<file path="src/rtl/key_debounce_pkg.sv">
// Shared types and helpers for the multi-channel key debouncer.
package key_debounce_pkg;

    typedef enum logic [1:0] {
        ST_IDLE    = 2'd0,
        ST_PRESSED = 2'd1,
        ST_HELD    = 2'd2
    } state_t;

    // Bits needed to hold 0..limit; never narrower than one bit.
    function automatic int unsigned cnt_width(input int unsigned limit);
        return (limit < 2) ? 1 : $clog2(limit + 1);
    endfunction

endpackage

</file>
<file path="src/rtl/key_debounce_if.sv">
// Key pins in, debounced levels and event pulses out.
interface key_debounce_if #(
    parameter int unsigned N_KEYS = 4
);
    logic [N_KEYS-1:0] key_in;
    logic [N_KEYS-1:0] key_state;
    logic [N_KEYS-1:0] press_pulse;
    logic [N_KEYS-1:0] release_pulse;
    logic [N_KEYS-1:0] long_pulse;
    logic [N_KEYS-1:0] repeat_pulse;

    modport master (
        output key_in,
        input  key_state, press_pulse, release_pulse, long_pulse, repeat_pulse
    );

    modport slave (
        input  key_in,
        output key_state, press_pulse, release_pulse, long_pulse, repeat_pulse
    );
endinterface

</file>
<file path="src/rtl/key_debounce_ch.sv">
// One key channel: 2-FF synchronizer, debounce counter, press/long/repeat FSM.
module key_debounce_ch
    import key_debounce_pkg::*;
#(
    parameter int unsigned ACTIVE_LOW      = 1,
    parameter int unsigned DEBOUNCE_CYCLES = 1_000_000,
    parameter int unsigned LONG_CYCLES     = 50_000_000,
    parameter int unsigned REPEAT_CYCLES   = 10_000_000
) (
    input  logic clk,
    input  logic rst,
    input  logic key_pin,
    output logic key_state,
    output logic press_pulse,
    output logic release_pulse,
    output logic long_pulse,
    output logic repeat_pulse
);
    localparam logic        RELEASED_PIN = (ACTIVE_LOW != 0) ? 1'b1 : 1'b0;
    localparam int unsigned DW           = cnt_width(DEBOUNCE_CYCLES);
    localparam int unsigned HOLD_MAX     = (LONG_CYCLES > REPEAT_CYCLES) ? LONG_CYCLES : REPEAT_CYCLES;
    localparam int unsigned HW           = cnt_width(HOLD_MAX);
    localparam logic [DW-1:0] DB_TERM    = DW'(DEBOUNCE_CYCLES - 1);
    localparam logic [HW-1:0] LONG_TERM  = HW'(LONG_CYCLES - 1);
    localparam logic [HW-1:0] REP_TERM   = HW'((REPEAT_CYCLES == 0) ? 0 : REPEAT_CYCLES - 1);

    logic [1:0]    sync_q;
    logic          level;
    logic [DW-1:0] db_cnt_q, db_cnt_d;
    logic [HW-1:0] hold_q, hold_d;
    state_t        state_q, state_d;
    logic          key_state_d, press_d, release_d, long_d, repeat_d;
    logic          press_acc, rel_acc;

    assign level = sync_q[1] ^ RELEASED_PIN;

    // Debounce acceptance and event FSM; release takes priority over hold events.
    always_comb begin
        db_cnt_d    = db_cnt_q;
        key_state_d = key_state;
        hold_d      = hold_q;
        state_d     = state_q;
        press_d     = 1'b0;
        release_d   = 1'b0;
        long_d      = 1'b0;
        repeat_d    = 1'b0;
        press_acc   = 1'b0;
        rel_acc     = 1'b0;

        if (level == key_state) begin
            db_cnt_d = '0;
        end else if (db_cnt_q == DB_TERM) begin
            db_cnt_d    = '0;
            key_state_d = level;
            press_acc   = level;
            rel_acc     = ~level;
        end else begin
            db_cnt_d = db_cnt_q + DW'(1);
        end

        case (state_q)
            ST_IDLE: begin
                if (press_acc) begin
                    state_d = ST_PRESSED;
                    hold_d  = '0;
                    press_d = 1'b1;
                end
            end
            ST_PRESSED: begin
                if (rel_acc) begin
                    state_d   = ST_IDLE;
                    hold_d    = '0;
                    release_d = 1'b1;
                end else if (hold_q == LONG_TERM) begin
                    state_d = ST_HELD;
                    hold_d  = '0;
                    long_d  = 1'b1;
                end else begin
                    hold_d = hold_q + HW'(1);
                end
            end
            ST_HELD: begin
                if (rel_acc) begin
                    state_d   = ST_IDLE;
                    hold_d    = '0;
                    release_d = 1'b1;
                end else if (REPEAT_CYCLES == 0) begin
                    hold_d = '0;
                end else if (hold_q == REP_TERM) begin
                    hold_d   = '0;
                    repeat_d = 1'b1;
                end else begin
                    hold_d = hold_q + HW'(1);
                end
            end
            default: begin
                state_d = ST_IDLE;
                hold_d  = '0;
            end
        endcase
    end

    always_ff @(posedge clk or posedge rst) begin
        if (rst) begin
            sync_q        <= {2{RELEASED_PIN}};
            db_cnt_q      <= '0;
            hold_q        <= '0;
            state_q       <= ST_IDLE;
            key_state     <= 1'b0;
            press_pulse   <= 1'b0;
            release_pulse <= 1'b0;
            long_pulse    <= 1'b0;
            repeat_pulse  <= 1'b0;
        end else begin
            sync_q        <= {sync_q[0], key_pin};
            db_cnt_q      <= db_cnt_d;
            hold_q        <= hold_d;
            state_q       <= state_d;
            key_state     <= key_state_d;
            press_pulse   <= press_d;
            release_pulse <= release_d;
            long_pulse    <= long_d;
            repeat_pulse  <= repeat_d;
        end
    end

endmodule

</file>
<file path="src/rtl/key_debounce_array.sv">
// N independent debounced key channels with press/release/long/repeat events.
module key_debounce_array
    import key_debounce_pkg::*;
#(
    parameter int unsigned N_KEYS          = 4,
    parameter int unsigned ACTIVE_LOW      = 1,
    parameter int unsigned DEBOUNCE_CYCLES = 1_000_000,
    parameter int unsigned LONG_CYCLES     = 50_000_000,
    parameter int unsigned REPEAT_CYCLES   = 10_000_000
) (
    input  logic           clk,
    input  logic           rst,
    key_debounce_if.slave  bus
);
    if (N_KEYS < 1) begin : g_bad_n_keys
        $error("key_debounce_array: N_KEYS must be >= 1");
    end
    if (DEBOUNCE_CYCLES < 1) begin : g_bad_debounce
        $error("key_debounce_array: DEBOUNCE_CYCLES must be >= 1");
    end
    if (LONG_CYCLES < 1) begin : g_bad_long
        $error("key_debounce_array: LONG_CYCLES must be >= 1");
    end

    logic [N_KEYS-1:0] st, prs, rel, lng, rpt;

    for (genvar i = 0; i < int'(N_KEYS); i++) begin : g_ch
        key_debounce_ch #(
            .ACTIVE_LOW      (ACTIVE_LOW),
            .DEBOUNCE_CYCLES (DEBOUNCE_CYCLES),
            .LONG_CYCLES     (LONG_CYCLES),
            .REPEAT_CYCLES   (REPEAT_CYCLES)
        ) u_ch (
            .clk           (clk),
            .rst           (rst),
            .key_pin       (bus.key_in[i]),
            .key_state     (st[i]),
            .press_pulse   (prs[i]),
            .release_pulse (rel[i]),
            .long_pulse    (lng[i]),
            .repeat_pulse  (rpt[i])
        );
    end

    assign bus.key_state     = st;
    assign bus.press_pulse   = prs;
    assign bus.release_pulse = rel;
    assign bus.long_pulse    = lng;
    assign bus.repeat_pulse  = rpt;

endmodule

</file>
<file path="src/flat_wrapper.sv">
// flat-port wrapper written by rule: the top's interface ports become plain ports
module key_debounce_array_flat import key_debounce_pkg::*;
#(
    parameter int unsigned N_KEYS          = 4,
    parameter int unsigned ACTIVE_LOW      = 1,
    parameter int unsigned DEBOUNCE_CYCLES = 1_000_000,
    parameter int unsigned LONG_CYCLES     = 50_000_000,
    parameter int unsigned REPEAT_CYCLES   = 10_000_000
)
  (clk, rst, bus_key_in, bus_key_state, bus_press_pulse, bus_release_pulse, bus_long_pulse, bus_repeat_pulse);
  key_debounce_if #(.N_KEYS(N_KEYS)) bus_i ();
  input  logic clk;
  input  logic rst;
  input wire logic [$bits(bus_i.key_in)-1:0] bus_key_in;
  output wire logic [$bits(bus_i.key_state)-1:0] bus_key_state;
  output wire logic [$bits(bus_i.press_pulse)-1:0] bus_press_pulse;
  output wire logic [$bits(bus_i.release_pulse)-1:0] bus_release_pulse;
  output wire logic [$bits(bus_i.long_pulse)-1:0] bus_long_pulse;
  output wire logic [$bits(bus_i.repeat_pulse)-1:0] bus_repeat_pulse;
  assign bus_i.key_in = bus_key_in;
  assign bus_key_state = bus_i.key_state;
  assign bus_press_pulse = bus_i.press_pulse;
  assign bus_release_pulse = bus_i.release_pulse;
  assign bus_long_pulse = bus_i.long_pulse;
  assign bus_repeat_pulse = bus_i.repeat_pulse;
  key_debounce_array #(.N_KEYS(N_KEYS), .ACTIVE_LOW(ACTIVE_LOW), .DEBOUNCE_CYCLES(DEBOUNCE_CYCLES), .LONG_CYCLES(LONG_CYCLES), .REPEAT_CYCLES(REPEAT_CYCLES)) u_core (.clk(clk), .rst(rst), .bus(bus_i));
endmodule
</file>
<file path="config.mk">
export PLATFORM = sky130hd
export DESIGN_NAME = key_debounce_array_flat
export DESIGN_NICKNAME = d
export VERILOG_FILES = /design/src/rtl/key_debounce_pkg.sv /design/src/rtl/key_debounce_if.sv /design/src/rtl/key_debounce_ch.sv /design/src/rtl/key_debounce_array.sv /design/src/flat_wrapper.sv
export SDC_FILE = /design/constraint.sdc
export NUM_CORES = 1
export LEC_CHECK = 0
export BUFFER_PORTS_ARGS = -buffer_cell sky130_fd_sc_hd__buf_2
export CORE_MARGIN = 5
export CORE_UTILIZATION = 68
export CTS_BUF_LIST = sky130_fd_sc_hd__clkbuf_16
export DETAILED_ROUTE_END_ITERATION = 16
export PLACE_DENSITY_LB_ADDON = 0.1
export SLEW_MARGIN = 5
export SYNTH_ARGS = -nofsm -noshare
export SYNTH_HDL_FRONTEND = slang
export SYNTH_SLANG_ARGS = --single-unit
</file>
<file path="constraint.sdc">
create_clock -name clk -period 24.9 [get_ports clk]
set_input_delay 7.47 -clock clk [delete_from_list [all_inputs] [get_ports clk]]
set_output_delay 7.47 -clock clk [all_outputs]
set_load 0.005 [all_outputs]
</file>
==> results.py <==
metrics = {
    "floorplan": {
        "core_mm2": 0.0173,
        "fp.dieW_um": 143,
        "die_area_mm2": 0.0203,
        "die_h_um": 143,
        "start_util": 0.691,
        "pin_count": 26,
        "placementRows": 48,
    },
    "worst_setup_path": {
        "start_kind": "primary input",
        "reg2reg_setup_slack_ps": 21490,
        "r2r_end": "u_core.g_ch[2].u_ch.hold_q[23]$_DFFE_PP0P_",
        "crit_type": "primary input to asynchronous set/reset pin",
        "cp-end-kind": "asynchronous set/reset pin",
        "worstReg2RegStart": "u_core.g_ch[2].u_ch.db_cnt_q[16]$_DFF_PP0_",
        "worstPathArrival_ps": 9220,
        "startpoint": "rst",
        "cp_max_fo": 145,
        "reg2reg_depth": 6,
        "crit_required_ps": 25400,
    },
    "synth": {
        "synth_top_cell_area_share": 0.444,
        "async_reset_ff_frac": 1.00,
        "ys_types": 70,
        "synthCells": 1274,
        "yosysWarningCount": 0,
        "muxShareOfSynthArea": 0.00356,
        "synth_edf_count": 0,
        "synth_ff_type": "dfrtp_1",
        "synth_top_family_by_area": "simple AND/OR/NAND/NOR gates",
        "synth_xor_area_frac": 0.0586,
        "synthTopCellsByCount": "dfrtp_1, nand2_1, nor2_1",
        "synthAdderAreaFrac": 0.0251,
        "synth.avg_cell_area_um2": 9.39,
        "synth_most_common_cell": "dfrtp_1",
        "synth_top_area_cell": "dfrtp_1",
        "ys_seq_elements": 220,
        "netlist_area_mm2": 0.0120,
        "synth.area.top_cells": "dfrtp_1, nand2_1, nand3_1, nor2_1, o311ai_2",
        "synth_nets": 1304,
        "synth_compound_area_frac": 0.125,
        "ys_seq_area_frac": 0.461,
        "synthSimpleGateAreaFrac": 0.288,
    },
    "pwr": {
        "power_density_mw_per_mm2": 55.2,
        "ir_drop_mv": 0.0504,
        "p_int_uw": 561,
        "power_uw": 707,
        "combPwrFrac": 0.018,
        "p_leak_nw": 5.40,
        "pwr-share-seq": 0.513,
        "pwr-share-clk": 0.469,
        "p_sw_uw": 147,
        "p_sw_frac": 0.208,
    },
    "clock_tree": {
        "clock_path_buffers": 3,
        "clk_latency_ps": 500,
        "post_cts_resized": 0,
        "clkTransAtPathRegs_ps": 60,
        "cts_buffers": 23,
        "cts_tree": "done",
        "cts_setup_buffers": 0,
        "cts_htree_levels": 1,
        "cts_root_buf": "clkbuf_16",
        "clkSinkCount": 220,
        "cts_hold_buf": 0,
    },
    "sta": {
        "max_freq_mhz": 115,
        "period_minus_slack_ps": 8720,
        "slew_viol_final": 0,
        "fin_skew_ps": 8.25,
        "fin_tns_setup_ps": 0,
        "hold_viol": 0,
        "finalCritPeriodShare": 0.350,
        "worstMarginPinSlew_ps": 1170,
        "rsz0062_at_grt": "false",
        "setup_viol": 0,
        "slew_headroom": 0.223,
    },
    "finish": {
        "layout-drive-gt1-share": 0.0920,
        "insertedDiodeCount": 0,
        "nets": 1297,
        "area_delta_synth_final_pct": 7.08,
        "final_cell_area_mm2": 0.0128,
        "fill_cells": 1257,
    },
    "detailed_routing": {
        "ant_nets": 0,
        "routed_wl_mm": 23.7,
        "drt_iter0_markers": 716,
        "first_pass_iters": 6,
        "vias": 9351,
        "wl_per_cell_um": 15.7,
        "drc": 0,
        "dr_wl_met2_mm": 11.4,
        "via_per_inst": 6.20,
        "met1_length_mm": 10.9,
        "wl_met3_um": 911,
        "routed.top_layer": "met4",
    },
    "hold_path": {
        "hold_class": "register to register",
        "hold_depth": 0,
        "hold_end": "u_core.g_ch[3].u_ch.sync_q[1]$_DFF_PP1_",
        "hp-start": "u_core.g_ch[3].u_ch.sync_q[0]$_DFF_PP1_",
    },
    "grt": {
        "grt_max_degree": 146,
        "track_usage": 0.240,
        "antenna_found_initial": 0,
        "grt_pass1_vias": 9014,
        "grt_first_pass_wirelength_mm": 41.9,
        "grt_overflow": 0,
    },
    "placed_design": {
        "placed_area_mm2": 0.0121,
        "numPortBuffers": 25,
        "gp_congestion": 0.822,
        "hpwlAfterDp_mm": 15.5,
    },
    "flow_run": {
        "cap_viol_max_count": 0,
    },
    "outcome": {
        "status": "completed",
    },
}
## flip-flops by register name, summed over array words and instances (netlist names)
register	flops
u_core.g_ch.u_ch.repeat_pulse	4
u_core.g_ch.u_ch.long_pulse	4
u_core.g_ch.u_ch.sync_q	8
u_core.g_ch.u_ch.db_cnt_q	80
u_core.g_ch.u_ch.state_q	8
u_core.g_ch.u_ch.release_pulse	4
u_core.g_ch.u_ch.key_state	4
u_core.g_ch.u_ch.press_pulse	4
u_core.g_ch.u_ch.hold_q	104
## final cells by class
type                       instances  area [um2]  share of cell area
multi-input combinational        956        5970               0.466
tap                              225         282              0.0220
inverter                          35         139              0.0108
sequential                       220        5520               0.431
clock inverter                    18         151              0.0118
clock buffer                      23         576              0.0449
timing repair buffer              31         170              0.0133
## worst max-delay path, stage by stage
cell and delay, ps:
buf_2 130, inv_8 660, buf_4 850
## layout by cell type (no fill, tap or decap), types with 7 or more instances in the layout
master	netlist	layout
a21o_1	13	13
a21oi_1	18	18
a22o_1	16	16
and2_1	19	19
and3_1	42	42
and4_1	11	11
buf_2	13	25
clkbuf_16	0	23
dfrtp_1	212	212
dfstp_2	8	8
ha_1	24	24
inv_1	35	40
nand2_1	165	165
nand2b_1	9	9
nand3_1	122	122
nand4_1	46	46
nor2_1	142	142
nor3_1	26	26
nor3b_1	7	7
nor4_1	13	13
o21ai_0	30	29
o311ai_0	16	16
o311ai_1	7	7
o311ai_2	24	24
or2_2	8	8
or3_1	15	15
or4_1	8	8
xnor2_1	38	38
xor2_1	42	42
## power groups by stage
stage | sequential, mW | combinational (mW) | clock [mW]
floorplan | 0.369 | 0.00984 | 0
global placement | 0.369 | 0.0132 | 0
detailed placement | 0.369 | 0.0135 | 0
CTS | 0.363 | 0.0135 | 0.339
global route | 0.363 | 0.0154 | 0.355
finish | 0.363 | 0.0128 | 0.332
## cell families after synthesis
kind of cell               after synthesis
and+or+nand+nor                        673
DFF                                    220
AOI/OAI and AO/OA                      175
buffers and inverters                   98
xor gates and xnor gates                80
adders and majority gates               24
muxes                                    4
## worst max path at each step
stage | endpoint | slack (ps) | depth (start not counted)
after floorplan | u_core.g_ch[0].u_ch.db_cnt_q[0]$_DFF_PP0_ | 11420 | 1
after global placement | u_core.g_ch[0].u_ch.db_cnt_q[13]$_DFF_PP0_ | 15550 | 3
after detailed placement | u_core.g_ch[0].u_ch.db_cnt_q[13]$_DFF_PP0_ | 15540 | 3
after CTS | u_core.g_ch[3].u_ch.db_cnt_q[5]$_DFF_PP0_ | 16070 | 3
after global routing | u_core.g_ch[3].u_ch.db_cnt_q[1]$_DFF_PP0_ | 15780 | 3
final | u_core.g_ch[3].u_ch.db_cnt_q[1]$_DFF_PP0_ | 16180 | 3
## routing by layer
metal,GRT usage,up-vias
li1,-,4567
met2,0.402,196
met4,0.0500,0
met3,0.0296,35
met1,0.340,4553
met5,0,-
## stage by stage
step,std cells,hold slack [ps],worst slack (ps),util
3_5_place_dp,1467,349,15540,0.698
2_1_floorplan,1274,345,11420,-
3_3_place_gp,1467,346,15550,0.698
4_1_cts,1508,353,16070,0.740
5_1_grt,1508,360,15780,0.740
6_report,1508,353,16180,0.740
No activity file was read; power rests on OpenSTA's default activity.
